File: config.mk
export PLATFORM = sky130hd
export DESIGN_NAME = wptr_full_ctrl
export DESIGN_NICKNAME = d
export VERILOG_FILES = /design/src/rtl/fifo_pkg.sv /design/src/rtl/gray_to_bin.sv /design/src/rtl/wptr_full_ctrl.sv
export SDC_FILE = /design/constraint.sdc
export NUM_CORES = 1
export LEC_CHECK = 0
export CORE_MARGIN = 5
export CORE_UTILIZATION = 50
export CTS_BUF_LIST = sky130_fd_sc_hd__clkbuf_8
export DETAILED_ROUTE_END_ITERATION = 10
export PLACE_DENSITY = 0.84
export REMOVE_ABC_BUFFERS = 1
export SYNTH_ARGS = -nofsm -noshare
export SYNTH_HDL_FRONTEND = slang
export SYNTH_SLANG_ARGS = --single-unit
File: constraint.sdc
create_clock -name clk -period 3.4 [get_ports clk]
set_input_delay 0.85 -clock clk [delete_from_list [all_inputs] [get_ports clk]]
set_output_delay 0.85 -clock clk [all_outputs]
set_load 0.005 [all_outputs]
File: src/rtl/fifo_pkg.sv
// Shared async-FIFO helpers: pointer width and Gray/binary conversion.
// Used by both the write-side and read-side pointer controllers.
package fifo_pkg;

    // Pointers carry one extra wrap bit beyond the RAM address.
    function automatic int fifo_ptr_w(input int aw);
        return aw + 1;
    endfunction

    function automatic logic [31:0] bin2gray(input logic [31:0] bin);
        return bin ^ (bin >> 1);
    endfunction

    // Width argument masks off bits above the pointer; input bits above width must be zero.
    function automatic logic [31:0] gray2bin(input logic [31:0] gray, input int width);
        logic [31:0] bin;
        logic [31:0] mask;
        bin[31] = gray[31];
        for (int i = 30; i >= 0; i--) begin
            bin[i] = bin[i+1] ^ gray[i];
        end
        mask = (width >= 32) ? '1 : ((32'd1 << width) - 32'd1);
        return bin & mask;
    endfunction

endpackage

File: src/rtl/gray_to_bin.sv
// Combinational Gray-to-binary converter; each binary bit is the XOR of all Gray bits at or above it.
// Shared by the write-side and read-side level calculations.
module gray_to_bin #(
    parameter int WIDTH = 7
) (
    input  logic [WIDTH-1:0] gray,
    output logic [WIDTH-1:0] bin
);

    always_comb begin
        bin = '0;
        for (int i = 0; i < WIDTH; i++) begin
            bin[i] = ^(gray >> i);
        end
    end

endmodule

File: src/rtl/wptr_full_ctrl.sv
// Write-domain pointer/status controller for the async FIFO: Gray pointer, full,
// almost-full, fill level and sticky overflow, all computed from the synchronised read pointer.
module wptr_full_ctrl
    import fifo_pkg::*;
#(
    parameter int ADDR_WIDTH = 6,
    parameter int AF_MARGIN  = 4
) (
    input  logic                  clk,
    input  logic                  rst_n,
    input  logic                  inc,
    input  logic [ADDR_WIDTH:0]   wq2_rptr,
    input  logic                  ovf_clr,
    output logic                  wr_accept,
    output logic [ADDR_WIDTH-1:0] waddr,
    output logic [ADDR_WIDTH:0]   wptr,
    output logic                  full,
    output logic                  almost_full,
    output logic [ADDR_WIDTH:0]   wlevel,
    output logic                  overflow
);

    localparam int PW    = fifo_ptr_w(ADDR_WIDTH);
    localparam int DEPTH = 1 << ADDR_WIDTH;
    localparam logic [PW-1:0] AF_THRESH = PW'(DEPTH - AF_MARGIN);

    logic [PW-1:0] bin_p0;
    logic [PW-1:0] bin_next;
    logic [PW-1:0] gray_next;
    logic [PW-1:0] rbin;
    logic [PW-1:0] rptr_full_cmp;
    logic [PW-1:0] level_next;
    logic          full_next;
    logic          almost_full_next;
    logic          overflow_next;
    logic          write_blocked;

    gray_to_bin #(
        .WIDTH (PW)
    ) u_rptr_g2b (
        .gray (wq2_rptr),
        .bin  (rbin)
    );

    // Stage p0 next-state: pointer advance gated by the current registered full flag.
    always_comb begin
        wr_accept     = inc & ~full;
        write_blocked = inc & full;
        bin_next      = bin_p0 + PW'(wr_accept);
        gray_next     = PW'(bin2gray(32'(bin_next)));
    end

    // Full when the write pointer has lapped the read pointer by exactly DEPTH:
    // in Gray code that is the two MSBs inverted, the rest equal.
    always_comb begin
        rptr_full_cmp = {~wq2_rptr[PW-1:PW-2], wq2_rptr[PW-3:0]};
        full_next     = (gray_next == rptr_full_cmp);
    end

    // Modulo subtraction handles wrap; the stale read pointer makes this over-report only.
    always_comb begin
        level_next       = bin_next - rbin;
        almost_full_next = (level_next >= AF_THRESH);
    end

    // A new overflow wins over a clear in the same cycle.
    always_comb begin
        overflow_next = write_blocked | (overflow & ~ovf_clr);
    end

    // Stage p0 registers: everything is reset so no output is ever undefined.
    always_ff @(posedge clk or negedge rst_n) begin
        if (!rst_n) begin
            bin_p0      <= '0;
            wptr        <= '0;
            full        <= 1'b0;
            almost_full <= 1'b0;
            wlevel      <= '0;
            overflow    <= 1'b0;
        end else begin
            bin_p0      <= bin_next;
            wptr        <= gray_next;
            full        <= full_next;
            almost_full <= almost_full_next;
            wlevel      <= level_next;
            overflow    <= overflow_next;
        end
    end

    assign waddr = bin_p0[ADDR_WIDTH-1:0];

endmodule

==> results of run 1 <==
[metal layers]
metal	part of all wire	GRT usage	routed length (um)	vias to the layer above
met2	0.53	0.366	1780	32
met3	0.041	0.0335	138	10
met1	0.39	0.227	1310	528
met4	0.032	0.0909	105	0
li1	-	-	-	510
met5	0	0	0	-
[worst min-delay path by stage]
stage	slack, ns	start	end	depth (start not counted)
detailed placement	0.51	full	overflow	2
global placement	0.49	full	overflow	2
finish	0.54	overflow	overflow	2
floorplan	0.49	full	overflow	2
CTS	0.53	full	overflow	2
global route	0.59	overflow	overflow	2
[sequential cells by signal, summed over array words and instances, names as in the netlist]
name / cells
full: 1
overflow: 1
wptr: 6
wlevel: 7
almost_full: 1
bin_p0: 7
[where the power goes]
part / switching (W) / total [W] / internal [W] / leakage [nW]
clock network: 0.0000839 / 0.000164 / 0.0000805 / 0.0269
logic: 0.000680 / 0.00156 / 0.000882 / 0.647
registers: 0.0000861 / 0.000502 / 0.000416 / 0.279
total: 0.000850 / 0.00223 / 0.00138 / 0.953
[timing repair]
item | in CTS | in global routing
buffers inserted | 4 | 2
gates cloned | 0 | 0
resized for setup | 14 | 11
setup endpoints to repair | 5 | 4
pin swaps | 8 | 16
[stage by stage]
stage	setup TNS (ns)	hold WS, ns	worst slack (ns)	instances
2_1_floorplan	0	0.494	0.0605	116
3_3_place_gp	-2.08	0.492	-0.514	201
3_5_place_dp	-2.72	0.509	-0.646	201
4_1_cts	0	0.528	0.00562	209
5_1_grt	-0.0241	0.590	-0.0123	211
6_report	0	0.544	0.0971	211
[area by class of cell]
type | count | area (um2) | area share
clock inverter | 1 | 3.75 | 0.00188
sequential | 23 | 576 | 0.289
clock buffer | 3 | 41.3 | 0.0207
tap | 30 | 37.5 | 0.0188
timing repair buffer | 61 | 539 | 0.270
multi-input combinational | 82 | 756 | 0.379
inverter | 11 | 41.3 | 0.0207
[logic make-up after synthesis]
family	share of synthesized area
AOI/OAI and AO/OA	0.0731
xor gates and xnor gates	0.240
adders and majority gates	0.0912
buffers and inverters	0.0389
DFF	0.437
muxes	0.00855
and+or+nand+nor	0.111
[synth_stat cells, drive strengths merged]
cell type  count  area share
o21ai          3       0.011
nand4          1      0.0048
and3           1      0.0048
or3            1      0.0048
clkbuf         2      0.0076
xor3           2       0.037
o21a           1      0.0057
fa             1       0.015
a21o           1      0.0057
nor2           4       0.011
mux2           1      0.0085
nand3          6       0.023
nor3           1      0.0038
o211ai         1      0.0095
nor3b          1      0.0095
a211oi         1      0.0057
a31oi          1      0.0048
nor2b          4       0.019
dfrtp         23        0.44
a21boi         1      0.0057
xor2          12       0.085
xnor2         16        0.12
o31ai          1      0.0057
nand2          9       0.026
o211a          2       0.015
or2            1      0.0048
inv           11       0.031
a21oi          1      0.0038
ha             8       0.076
[worst register-to-register path, delay by kind of cell, from the launching register on]
| family | cells | cell delay, ns |
|---|---|---|
| flops | 1 | 0.41 |
| fa+ha+maj | 3 | 0.73 |
| xor+xnor | 1 | 0.27 |
| buf+inv | 1 | 0.16 |
| compound gates | 2 | 0.44 |
| simple gates | 4 | 0.43 |
==> summary.md, run 1 <==
| Metric | Value |
|---|---|
| Status | `complete, no violations` |
| CTS Buffer Depth | `2` |
| DP Area | `1840 um2` |
| Clk sinks | `23` |
| Final worst path period need | `3.30 ns` |
| Max-cap violations | `0` |
| Worst-margin pin slew | `0.514 ns` |
| CTS Buf Count | `3` |
| Overall Power | `0.00223 W` |
| Crit path cell chain | `clkdlybuf4s50_1 -> xnor2_4 -> xor2_2 -> xnor2_2 -> xor2_1 -> ha_2 -> fa_2 -> nor2b_1 -> o21ai_1 -> a21boi_1 -> o21ai_2 -> a21o_1 -> nand2_1` |
| Yosys Warn Count | `0` |
| Starting DRC count in detailed routing | `21` |
| Initial antenna violation count | `0` |
| Antenna viol nets, final | `0` |
| Reg2Reg Setup Slack | `0.84 ns` |
| Flops & latches, synth | `23` |
| I/O Buffers | `34` |
| Vias | `1,080` |
| CTS Root Cell | `clkbuf_8` |
| Critical path depth | `13` |
| CTS tree | `done` |
| Clock slew at reported path FFs | `0.08 ns` |
| WS Path Type | `input port to flip-flop` |
| Initial Util | `0.527` |
| Layout cells sized above 1 | `0.276` |
| CTS Hold Bufs | `0` |
| Largest net degree at the start of global routing | `24` |
| Fin. Hold Viols | `0` |
| HPWL after DPL | `2.42 mm` |
| Worst R2R Start | `full` |
| Clock Skew | `0.00160 ns` |
| Vias/cell | `5.12` |
| Total track usage | `0.200` |
| CP max-delay cell | `clkdlybuf4s50_1` |
| Power per Cell Area | `1120 nW/um2` |
| Worst R2R Path Depth | `11` |
| Pleak | `0.953 nW` |
| Total grt overflow | `0` |
| Drt pass-1 iters | `4` |
| First-pass GRT wire length | `5.51 mm` |
| CP Max Fanout | `3` |
| Core area | `2500 um2` |
| Crit path launch | `wq2_rptr[3]` |
| Vias in the first global route | `1,220` |
| VDD IR max | `956 uV` |
| Synth cell types | `32` |
| H-tree Lvls | `1` |
| End point of the critical path | `wlevel[6]` |
| Most common cell after layout, fill and taps aside | `clkdlybuf4s50_1` |
| Die width | `61.3 um` |
| Syn_area_per_cell | `11.2 um2` |
| Finished Core Util | `0.798` |
| FMAX | `303 MHz` |
| Number of diodes | `0` |
| Seq/Total Area, Yosys | `0.437` |
| Rows | `18` |
| Slew Limit Fails | `0` |
| Min-delay worst type | `flip-flop to flip-flop` |
| Setup-failing EPs final | `0` |
| Synth Cell Area | `1320 um2` |
| Nets@finish | `202` |
| Critical Path Sink Type | `flip-flop` |
| Synth-to-layout area growth | `51.4%` |
| IO Pins | `35` |
| Final period util | `0.971` |
| Worst Path Required | `3.60 ns` |
| Drt drc | `0` |
| Vert. Die Dim | `61.3 um` |
| Fill count | `146` |
| Final Cell Area | `1990 um2` |
| Reg-to-Reg End | `almost_full` |
| Relative slew slack | `0.655` |
| Mean routed wirelength per cell | `15.8 um` |
| CP top delay family | `XOR/XNOR gates` |
| Worst path buffer plus inverter count | `1` |
| Startpoint types | `input port` |
| Clk_lat worst skew | `0.26 ns` |
| Mapped Cells | `118` |
| Final WL | `3.33 mm` |
| CP arrival | `3.50 ns` |
| Most frequent cells in the layout | `31 x clkdlybuf4s50_1, 27 x buf_4, 23 x dfrtp_1` |
| Die area | `3760 um2` |
| Routability cong. | `0.825` |
| CP peak stage delay | `0.54 ns` |
Power figures use the tool's default switching activity.
==> inputs of run 2 (changes only) <==
--- a/config.mk
+++ b/config.mk
@@ -6,11 +6,13 @@
 export NUM_CORES = 1
 export LEC_CHECK = 0
 export CORE_MARGIN = 5
-export CORE_UTILIZATION = 50
+export CORE_UTILIZATION = 30
 export CTS_BUF_LIST = sky130_fd_sc_hd__clkbuf_8
 export DETAILED_ROUTE_END_ITERATION = 10
-export PLACE_DENSITY = 0.84
+export MAX_ROUTING_LAYER = met4
+export PLACE_DENSITY = 0.56
 export REMOVE_ABC_BUFFERS = 1
 export SYNTH_ARGS = -nofsm -noshare
 export SYNTH_HDL_FRONTEND = slang
 export SYNTH_SLANG_ARGS = --single-unit
+export TNS_END_PERCENT = 30
==> run 2 against run 1 <==
Against the previous run:
- core utilization fell by 34 points
- die area grew 55%
- critical path depth unchanged
- routed wire length decreased by 12%
- sequential power decreased by 1%
- first-iteration DRC count shrank 14%
- design area decreased by 0.94%
- critical endpoint is now almost_full
==> summary.md, run 2 (synthesized netlist as in run 1, its figures left out) <==
| Metric | Value |
|---|---|
| Status | `complete, no violations` |
| Startpoint types | `input port` |
| Drt pass-1 iters | `4` |
| Setup_tns | `0 ns` |
| Rows | `24` |
| Mean routed wirelength per cell | `12.7 um` |
| Relative slew slack | `0.754` |
| Reg-to-Reg End | `almost_full` |
| CP top delay family | `simple AND/OR/NAND/NOR gates` |
| Vias/cell | `4.40` |
| CTS Root Cell | `clkbuf_8` |
| Post-Place Setup Slack | `-0.561 ns` |
| Worst Path Required | `3.55 ns` |
| HP Start | `overflow` |
| CTS tree | `done` |
| Pleak | `0.937 nW` |
| Drt drc | `0` |
| WS Path Type | `input port to flip-flop` |
| Slew Limit Fails | `0` |
| Non-filler cells in the finished layout | `230` |
| Routability cong. | `0.774` |
| Reg2Reg Setup Slack | `0.86 ns` |
| Fin worst setup slack | `0.198 ns` |
| CP peak stage delay | `0.47 ns` |
| Vias | `1,012` |
| Number of diodes | `0` |
| Worst R2R Start | `full` |
| Initial Util | `0.307` |
| DP Area | `1890 um2` |
| Crit path cell chain | `clkdlybuf4s50_1 -> nor2b_4 -> ha_2 -> nand2_1 -> nor2_2 -> xnor2_1 -> inv_1 -> ha_1 -> or2_2 -> o31ai_4 -> nor3b_2 -> nand4_1 -> nand3_1` |
| Final worst path period need | `3.20 ns` |
| Clk sinks | `23` |
| RSZ-0062 raised after global routing | `false` |
| Critical Path Sink Type | `flip-flop` |
| Final WL | `2.93 mm` |
| Power per Cell Area | `1060 nW/um2` |
| Setup-failing EPs final | `0` |
| CTS Buf Count | `3` |
| IO Pins | `35` |
| FMAX | `312 MHz` |
| Hold Crit Depth | `2` |
| Clock Skew | `0.00295 ns` |
| Fin. Hold Viols | `0` |
| Most frequent cells in the layout | `31 x clkdlybuf4s50_1, 24 x buf_4, 23 x dfrtp_1` |
| Vert. Die Dim | `76.3 um` |
| CTS Hold Bufs | `0` |
| Largest net degree at the start of global routing | `24` |
| Placed insts | `226` |
| CTS Buffer Depth | `2` |
| Die width | `76.3 um` |
| Worst R2R Path Depth | `12` |
| Antenna viol nets, final | `0` |
| Worst path buffer plus inverter count | `2` |
| Nets@finish | `199` |
| CP max-delay cell | `clkdlybuf4s50_1` |
| Clock slew at reported path FFs | `0.08 ns` |
| Total track usage | `0.108` |
| Vias in the first global route | `1,097` |
| Layout cells sized above 1 | `0.253` |
| Initial antenna violation count | `0` |
| First-pass GRT wire length | `4.99 mm` |
| Final period util | `0.942` |
| Final Cell Area | `1980 um2` |
| Final hold slack | `0.542 ns` |
| CP arrival | `3.35 ns` |
| Clk_lat worst skew | `0.26 ns` |
| Most common cell after layout, fill and taps aside | `clkdlybuf4s50_1` |
| Synth-to-layout area growth | `50.0%` |
| Starting DRC count in detailed routing | `18` |
| Min-Delay Endpoint | `overflow` |
| I/O Buffers | `34` |
| Max-cap violations | `0` |
| Total grt overflow | `0` |
| Core area | `4290 um2` |
| Worst-margin pin slew | `0.366 ns` |
| Min-delay worst type | `flip-flop to flip-flop` |
| Die area | `5820 um2` |
| HPWL after DPL | `2.39 mm` |
| VDD IR max | `275 uV` |
| Biggest regs | `bin_p0 x7, wlevel x7, wptr x6` |
| CP Max Fanout | `3` |
| H-tree Lvls | `1` |
## run 2: area by class of cell
type	instances	area, um2
Fill cell	410	2320
Inverter	11	41.3
Sequential cell	23	576
Clock inverter	1	3.75
Timing Repair Buffer	58	509
Multi-Input combinational cell	82	739
Tap cell	52	65.1
Clock buffer	3	41.3
## run 2: metal layers
layer,part of all wire,wire length [um],global-route usage
met4,0.023,66,0.0577
met5,0,0,-
met1,0.40,1160,0.111
met2,0.55,1610,0.197
met3,0.033,96,0.0142
## run 2: per-stage QoR
step / total power (W) / util
CTS: 0.00208 / 0.453
global placement: 0.00186 / 0.441
finish: 0.00210 / 0.460
detailed placement: 0.00188 / 0.441
floorplan: 0.00119 / -
global route: 0.00227 / 0.460
## run 2: where the power goes
group | internal (W) | leakage, nW | switching [W]
Sequential | 0.000415 | 0.279 | 0.0000809
Combinational | 0.000832 | 0.631 | 0.000608
Clock | 0.0000806 | 0.0269 | 0.0000850
Total | 0.00133 | 0.937 | 0.000773
## run 2: tightest hold or removal path: cells and delay by family, from the launching register on
kind / cells / cell delay (ns)
buffers and inverters: 1 / 0.05
DFF: 1 / 0.38
AOI/OAI and AO/OA: 1 / 0.07
## run 2: what timing repair did
action | 4_1_cts | 5_1_grt
pin swaps | 6 | 13
endpoints found under the setup margin | 5 | 4
setup buffers | 0 | 0
gates resized for setup | 9 | 12
## run 2: worst max-delay path by stage
stage,startpoint,endpoint,slack [ns],depth (start not counted)
6_report,inc,almost_full,0.20,13
5_1_grt,inc,almost_full,0.0007,13
4_1_cts,wq2_rptr[4],almost_full,0.008,13
3_5_place_dp,wq2_rptr[6],almost_full,-0.56,14
3_3_place_gp,wq2_rptr[6],almost_full,-0.55,14
2_1_floorplan,wq2_rptr[6],almost_full,0.06,13
==> inputs of run 3 (changes only) <==
--- a/config.mk
+++ b/config.mk
@@ -11,6 +11,7 @@
 export DETAILED_ROUTE_END_ITERATION = 10
 export MAX_ROUTING_LAYER = met4
 export PLACE_DENSITY = 0.56
+export RECOVER_POWER = 100
 export REMOVE_ABC_BUFFERS = 1
 export SYNTH_ARGS = -nofsm -noshare
 export SYNTH_HDL_FRONTEND = slang
==> run 3 against run 2 <==
Against the previous run:
- flip-flop and latch count is the same
- critical path depth grew 1
- clock-buffer cell count did not move
- sequential share of layout area rose by 0.35 points
- register-to-register slack about the same
- global-route usage unchanged
- clock skew rose by 0.00052 ns
- core utilization decreased by 0.55 points
- via count stayed put
- largest cell class unchanged
- largest power group unchanged
==> summary.md, run 3 (synthesized netlist as in run 1, its figures left out) <==
| Metric | Value |
|---|---|
| Status | `complete, no violations` |
| Slew Limit Fails | `0` |
| H-tree Lvls | `1` |
| First-pass GRT wire length | `4.99 mm` |
| CP arrival | `3.43 ns` |
| Relative slew slack | `0.159` |
| Number of diodes | `0` |
| Startpoint types | `input port` |
| Nets@finish | `199` |
| Post-Place Setup Slack | `-0.561 ns` |
| Total grt overflow | `0` |
| Clock slew at reported path FFs | `0.08 ns` |
| HPWL after DPL | `2.39 mm` |
| Routability cong. | `0.774` |
| Total track usage | `0.108` |
| Die area | `5820 um2` |
| Antenna viol nets, final | `0` |
| Critical Path Sink Type | `flip-flop` |
| Setup-failing EPs final | `0` |
| Final worst path period need | `3.23 ns` |
| CTS Root Cell | `clkbuf_8` |
| Vias/cell | `4.40` |
| I/O Buffers | `34` |
| Worst Path Required | `3.60 ns` |
| DP Area | `1890 um2` |
| Most frequent cells in the layout | `25 x dlygate4sd3_1, 23 x dfrtp_1, 16 x buf_4` |
| Final Cell Area | `1950 um2` |
| Starting DRC count in detailed routing | `20` |
| Fin. Hold Viols | `0` |
| Power per Cell Area | `1040 nW/um2` |
| Vert. Die Dim | `76.3 um` |
| CTS Buffer Depth | `2` |
| Worst-margin pin slew | `1.26 ns` |
| Fin worst setup slack | `0.174 ns` |
| CP Max Fanout | `3` |
| Vias in the first global route | `1,097` |
| Die width | `76.3 um` |
| Vias | `1,012` |
| IO Pins | `35` |
| Overall Power | `0.00202 W` |
| Max-cap violations | `0` |
| Final period util | `0.949` |
| CTS tree | `done` |
| CTS Buf Count | `3` |
| Initial antenna violation count | `0` |
| Layout cells sized above 1 | `0.213` |
| FMAX | `310 MHz` |
| Clk sinks | `23` |
| Mean routed wirelength per cell | `12.8 um` |
| Clk_lat worst skew | `0.26 ns` |
| Core area | `4290 um2` |
| Rows | `24` |
| Largest net degree at the start of global routing | `24` |
| CTS Hold Bufs | `0` |
| Drt drc | `0` |
| VDD IR max | `274 uV` |
| Pleak | `0.937 nW` |
| Drt pass-1 iters | `3` |
| Min-delay worst type | `flip-flop to flip-flop` |
| Initial Util | `0.307` |
| Synth-to-layout area growth | `48.1%` |
| Biggest regs | `bin_p0 x7, wlevel x7, wptr x6` |
| Most common cell after layout, fill and taps aside | `dlygate4sd3_1` |
| Final WL | `2.94 mm` |
| Buffers inserted by post-CTS timing repair | `0` |
| Clock Skew | `0.00347 ns` |
| WS Path Type | `input port to flip-flop` |
## run 3: layout make-up
type,count,area (um2)
flip-flops and latches,23,576
well taps,52,65.1
multi-input cells,82,738
repair buffers,58,487
fillers,416,2340
inverters,11,41.3
clock inverters,1,3.75
clock buffers,3,41.3
## run 3: critical path, cell delays in order
cell      delay, ns
clkbuf_2       0.09
xor3_1         0.49
xnor2_4        0.21
xor2_2         0.23
xnor2_2        0.11
xor2_1         0.16
ha_2           0.21
fa_2           0.37
nor2b_2        0.14
o21ai_2        0.07
a21boi_1       0.15
o21ai_1        0.10
a21o_1         0.17
nand3_1        0.08
## run 3: report_power, final
part / total, W / internal [W] / switching [W] / leakage, nW
Combinational: 0.00136 / 0.000757 / 0.000606 / 0.631
Sequential: 0.000492 / 0.000415 / 0.0000770 / 0.279
Clock: 0.000166 / 0.0000806 / 0.0000852 / 0.0269
## run 3: what timing repair did
action                     in CTS  in global routing
setup endpoints to repair       5                  4
gates resized for setup         9                 12
cloned                          0                  0
pin swaps                       6                 13
## run 3: layer usage
layer  routed length (um)  share of wire  track usage  vias up
li1                     -              -            -      510
met1                 1190           0.40        0.111      481
met2                 1600           0.54        0.197       17
met3                   97          0.033       0.0142        4
met4                   66          0.022       0.0577        0
met5                    0              0            -        -
## run 3: worst paths after layout
check                               to  slack (ns)   startpoint  cells past startpoint
setup / recovery           almost_full        0.17  wq2_rptr[6]                     14
hold / removal                overflow        0.54     overflow                      2
setup reg to reg           almost_full        0.86         full                     12
hold reg to reg               overflow        0.54     overflow                      2
max in group asynchronous    bin_p0[3]        1.29        rst_n                      2
min in group asynchronous     overflow        1.37        rst_n                      2
## run 3: metrics by stage
| step | hold WS, ns | utilization | instances | TNS [ns] |
|---|---|---|---|---|
| after floorplan | 0.494 | - | 116 | 0 |
| after global placement | 0.497 | 0.441 | 226 | -2.24 |
| after detailed placement | 0.513 | 0.441 | 226 | -2.41 |
| after CTS | 0.536 | 0.453 | 230 | 0 |
| after global routing | 0.575 | 0.455 | 230 | -0.0151 |
| final | 0.537 | 0.455 | 230 | 0 |
